==> src/rtl/loop_sequencer_8.sv <==
// Loop control FSM: clears/increments an external 3-bit index counter and sequences
// read, step launch, completion wait and write-back per index. Optional abort input: LOOP_SEQ_ABORT_EN.
module loop_sequencer_8 #(
  parameter int unsigned LAST_IDX = 7,
  parameter int unsigned TIMEOUT  = 15
) (
  input  logic       clk,
  input  logic       reset,
  input  logic       start,
  input  logic [2:0] cnt_val,
  input  logic       step_ready,
`ifdef LOOP_SEQ_ABORT_EN
  input  logic       abort,
`endif
  output logic       cnt_clr,
  output logic       cnt_inc,
  output logic       rd_en,
  output logic       step_go,
  output logic       wr_en,
  output logic       busy,
  output logic       done,
  output logic       err
);

  localparam int unsigned WD_W = $clog2(TIMEOUT + 1);

  typedef enum logic [2:0] {
    S_IDLE, S_CLR, S_RD, S_GO, S_WAIT, S_WR, S_DONE, S_ERR
  } state_t;

  state_t          r_state;
  state_t          w_next;
  logic [WD_W-1:0] r_wd;
  logic            r_err;
  logic            w_last;
  logic            w_abort;

  assign w_last = (cnt_val == 3'(LAST_IDX));

`ifdef LOOP_SEQ_ABORT_EN
  // DONE counts as busy but is not abortable: the pass has already completed.
  assign w_abort = abort && (r_state inside {S_CLR, S_RD, S_GO, S_WAIT, S_WR});
`else
  assign w_abort = 1'b0;
`endif

  always_ff @(posedge clk) begin
    if (reset) r_state <= S_IDLE;
    else       r_state <= w_next;
  end

  always_ff @(posedge clk) begin
    if (reset) begin
      r_wd  <= '0;
      r_err <= 1'b0;
    end else begin
      if (r_state == S_GO)
        r_wd <= WD_W'(TIMEOUT - 1);
      else if (r_state == S_WAIT && !step_ready && r_wd != '0)
        r_wd <= r_wd - WD_W'(1);

      if (r_state == S_WAIT && w_next == S_ERR)
        r_err <= 1'b1;
      else if (r_state == S_ERR && start)
        r_err <= 1'b0;
    end
  end

  always_comb begin
    w_next = r_state;
    unique case (r_state)
      S_IDLE: if (start) w_next = S_CLR;
      S_CLR:  w_next = S_RD;
      S_RD:   w_next = S_GO;
      S_GO:   w_next = S_WAIT;
      S_WAIT: begin
        if (step_ready)      w_next = S_WR;
        else if (r_wd == '0) w_next = S_ERR;
      end
      S_WR:   w_next = w_last ? S_DONE : S_RD;
      S_DONE: w_next = S_IDLE;
      S_ERR:  if (start) w_next = S_CLR;
    endcase
    if (w_abort) w_next = S_IDLE;
  end

  always_comb begin
    cnt_clr = 1'b0;
    cnt_inc = 1'b0;
    rd_en   = 1'b0;
    step_go = 1'b0;
    wr_en   = 1'b0;
    done    = 1'b0;
    busy    = (r_state != S_IDLE) && (r_state != S_ERR);
    err     = r_err;
    unique case (r_state)
      S_CLR:  cnt_clr = 1'b1;
      S_RD:   rd_en   = 1'b1;
      S_GO:   step_go = 1'b1;
      S_WR: begin
        wr_en   = 1'b1;
        cnt_inc = !w_last;
      end
      S_DONE: done    = 1'b1;
      default: ;
    endcase
  end

endmodule

==> config.mk <==
export PLATFORM = sky130hd
export DESIGN_NAME = loop_sequencer_8
export DESIGN_NICKNAME = d
export VERILOG_FILES = /design/src/rtl/loop_sequencer_8.sv
export SDC_FILE = /design/constraint.sdc
export NUM_CORES = 1
export LEC_CHECK = 0
export CAP_MARGIN = 20
export CORE_UTILIZATION = 35
export CTS_CLUSTER_DIAMETER = 50
export DETAILED_ROUTE_END_ITERATION = 8
export GPL_ROUTABILITY_DRIVEN = 0
export PLACE_DENSITY = 0.74
export SYNTH_ARGS = -nofsm -noshare
export SYNTH_HDL_FRONTEND = slang
export SYNTH_SLANG_ARGS = --single-unit
==> constraint.sdc <==
create_clock -name clk -period 2 [get_ports clk]
set_input_delay 0.2 -clock clk [delete_from_list [all_inputs] [get_ports clk]]
set_output_delay 0.2 -clock clk [all_outputs]
set_load 0.02 [all_outputs]
; ---- After elaboration in Yosys (flattened, before gate mapping)
; Cells that the tools add are included.
[op_classes]
addsub = 1
n_mul = 0
div = 0
order_cmp = 0
n_eq_ne = 10
shifts = 0
n_mux = 15
bitwise = 0
reduce_logical = 15
[op_table]
columns = cell, count
row1 = $pmux W3 S7, 1
row2 = $eq A3 B3 Y1 const B, 6
row3 = $mux W3, 4
row4 = $mux W1, 8
row5 = $mux W4, 2
row6 = $eq A3 B2 Y1 const B, 2
row7 = $logic_and A1 B1 Y1, 5
row8 = $logic_not A4 Y1, 1
row9 = $reduce_bool A2 Y1, 2
row10 = $reduce_bool A4 Y1, 1
row11 = $reduce_or A2 Y1, 2
row12 = $sub A4 B1 Y4 const B, 1
row13 = $eq A3 B1 Y1 const B, 1
row14 = $logic_not A3 Y1, 1
row15 = $ne A3 B3 Y1 const B, 1
row16 = $reduce_bool A3 Y1, 1
row17 = $logic_not A1 Y1, 2
[totals]
regBits = 8
latchBits = 0
mem_bits_rw = 0
rom_bits = 0
inputBits = 7
output_inout_bits = 8
word_cells = 45
n_memories = 0

; ---- Depth between registers and ports, before layout
[depth]
ltp_word = 7
ltp_mapped = 5
ltp_nobuf = 5

; ---- Least setup slack after synthesis
; OpenSTA, ideal clock, no wires.
[synth_path]
path_type = flip-flop to flip-flop
from = register r_wd[0]
to = register r_state[0]
setup_ps = 74
arrival_time_ps = 1523
required_ps = 1926
path_slack_ps = 402
stages_incl_launch_ff = 6
path_buffers = 0
period_less_slack_ps = 1598
cell_sequence = dfxtp_1 -> inv_1 -> ha_1 -> or3b_2 -> a2111o_1 -> a31oi_1
[synth_between]
elab_chain_len = 4
[synth_rtl]
columns = element, line_no
row1 = start: declaration, 33  ; logic [WD_W-1:0] r_wd;
row2 = start signal: assignment, 58  ; r_wd <= WD_W'(TIMEOUT - 1);
row3 = start signal: assignment, 60  ; r_wd <= r_wd - WD_W'(1);
row4 = $logic_not A4 Y1, 78  ; else if (r_wd == '0) w_next = S_ERR;
row5 = $mux W3, 78
row6 = $mux W3, 77  ; if (step_ready) w_next = S_WR;
row7 = $pmux W3 S7, 71  ; unique case (r_state)
row8 = end signal: assignment, 49  ; else r_state <= w_next;
row9 = end: declaration, 31  ; state_t r_state;
; No other way between the ends.
; A chain may end at the register's enable or synchronous reset.

; ---- Worst setup path in the final report
[layout_path]
from = register r_state[0]
to = output cnt_inc
[layout_between]
elab_chain_len = 2
[layout_rtl]
columns = element, line_no
row1 = $eq A3 B3 Y1, 96  ; unique case (r_state)
row2 = $mux W1, 96
row3 = end: declaration, 16  ; output logic cnt_inc,
; No other way between the ends.

==> metrics.yaml <==
drc_errors: 0
outcome: "complete, no violations"
fill_cells: 135
htree_levels: 1
synthToLayoutAreaGrowth_pct: 34.7
synth_fa_ha_area_share_pct: 4.99
n_antenna_cell: 0
path_cells: "nand2_1, nor2_1, and2_1, clkdlybuf4s50_1"
final_cell_area_um2: 676
drive_above_1_share_pct: 11.7
fp-row-count: 13
drt-total-wl_um: 1130
viasPerCell: 5.72
io_buffers: 14
hold_violations: 0
synth_top_area_cell: "dfxtp_1"
cts_tree: "done"
synth-seq-cells: 8
crit_family: "buffers and inverters"
cp.required_ns: 1.80
maxSlewViolCount: 0
slowest_delay_ns: 0.59
dpl-instance-area_um2: 649
dr.pass1.iters: 4
clkTransAtPathRegs_ns: 0.06
clk_path_buf_depth: 2
synth.avg_cell_area_um2: 7.96
rsz0062_at_grt: "no"
final_cell_mix: "14 x clkdlybuf4s50_1, 6 x inv_1, 5 x o21ai_0, 5 x dfxtp_1"
synth.area.top_cells: "dfxtp_1 32%, nor3b_1 6.0%, ha_1 5.0%, o21ai_0 5.0%, inv_1 4.5%"
cts_inserted_buffers: 3
drtIter0Drc: 11
path_buf_inv: 1
max_freq_mhz: 529
fp.coreArea_mm2: 0.00132
grt_pass1_vias: 427
cp-end-kind: "output pin"
p_per_area_mw_per_mm2: 661
synth_top_family_by_area: "compound AO/OA/AOI/OAI gates"
cts-root-buf: "clkbuf_4"
gr-total-overflow: 0
clock-sinks: 8
netlist_instances: 63
grt_pass1_wl_um: 1690
postCtsSetupBuffers: 0
synth_xor_area_share_pct: 0
muxShareOfSynthArea_pct: 0
synth.distinct_cells: 29
p_leak_nw: 0.241
fin_skew_ns: 0.00194
antenna_found_initial: 0
dieHeight_um: 39.9
ant_nets: 0
yosysWarnings: 0
die-area_mm2: 0.00159
insertion_delay_ns: 0.25
synth_top_area_share_pct: 31.9
track_usage_pct: 15.9
synth_simple_gate_area_share_pct: 26.9
nNetsFinal: 88
critPathSlowestCell: "clkdlybuf4s50_1"
cp_max_fo: 14
drv_cap: 0
worst_pin_slew_ns: 0.468
die_w_um: 39.9
startpoint_type: "flip-flop"
layout_commonest_cell: "clkdlybuf4s50_1"
via_count: 526
peakVddDrop_mv: 0.270
grt_max_degree: 17
ios: 15
dp_hpwl_um: 818
routedWlPerCell_um: 12.3
finalCritPeriodShare_pct: 94.6
initial_core_util_pct: 38.1
fin_setup_tns_ns: 0
slew_headroom_pct: 68.8
hp-class: "reg -> reg"
seq_area_frac_synth_pct: 31.9
syn_nets: 72
path_class: "reg -> out"
period_needed_ns: 1.89
syn_area_um2: 502
finalSetupViolCount: 0
synth-compound-area-share_pct: 27.9
worst_ep_arrival_time_ns: 1.69
[registers in the layout, indices dropped and copies added, names as in the netlist]
name / cells
err: 1
r_state: 3
r_wd: 4
[worst register-to-register path, cell delays in order (launching register included)]
cell,delay [ns]
dfxtp_1,0.32
inv_1,0.10
ha_1,0.16
or3b_2,0.51
a2111o_1,0.44
a31oi_1,0.13
[area by class of cell]
type | instances | area [um2] | share of cell area (%)
Sequential cell | 8 | 164 | 24.3
Inverter | 6 | 22.5 | 3.33
Tap cell | 15 | 18.8 | 2.78
Timing Repair Buffer | 15 | 148 | 21.9
Multi-Input combinational cell | 45 | 300 | 44.4
Clock buffer | 3 | 22.5 | 3.33
[Yosys cell counts, drive strengths merged]
cell    count
a2111o      1
a211o       1
a211oi      2
a21oi       4
a311oi      2
a31oi       3
a41o        1
and2        2
buf         2
clkbuf      2
dfxtp       8
ha          2
inv         6
nand2       3
nand3       2
nand3b      1
nor2        3
nor3        1
nor3b       4
nor4b       1
o211ai      1
o21ai       5
o22ai       1
or2         1
or3         1
or3b        1
or4         1
or4b        1
[worst paths after layout]
path / end / startpoint / slack [ns] / depth (start not counted)
setup / recovery: cnt_inc / r_state[0]$_SDFF_PP0_ / 0.11 / 4
hold / removal: err$_SDFFE_PP0P_ / err$_SDFFE_PP0P_ / 0.47 / 2
setup reg to reg: r_state[0]$_SDFF_PP0_ / r_wd[0]$_SDFFE_PP0P_ / 0.28 / 5
hold reg to reg: err$_SDFFE_PP0P_ / err$_SDFFE_PP0P_ / 0.47 / 2
[metrics by stage]
stage          cells  power [mW]  hold WS, ns  worst slack (ns)  util, %
3_3_place_gp      89       0.320        0.467             0.173     49.3
2_1_floorplan     63       0.272        0.362             0.402        -
5_1_grt           92       0.475        0.511            0.0143     51.3
3_5_place_dp      89       0.321        0.466             0.140     49.3
4_1_cts           92       0.451        0.476            0.0324     51.2
6_report          92       0.447        0.474             0.108     51.3
[timing repair]
| action | in CTS | in global routing |
|---|---|---|
| setup endpoints to repair | 3 | 2 |
| hold buffers | 0 | 0 |
| pin swaps | 0 | 0 |
| resized for setup | 2 | 1 |
[power breakdown]
part	internal [mW]	leakage (nW)	switching (mW)
clock	0.0689	0.0138	0.0577
sequential	0.172	0.0662	0.0267
combinational	0.0629	0.161	0.0580
[cells by family (layout without fill, tap and decap cells)]
group                      after synthesis  after routing
DFF                                      8              8
buffers and inverters                   10             24
AOI/OAI and AO/OA                       21             21
adders and majority gates                2              2
and+or+nand+nor                         22             22
[layer usage]
metal	vias to the layer above	share of wire (%)	GRT usage (%)
met5	-	0	0
met4	0	0	7.76
met3	0	5.2	3.41
met2	21	47	26.6
met1	241	48	18.7
li1	264	-	-
(Power assumes the default switching activity.)
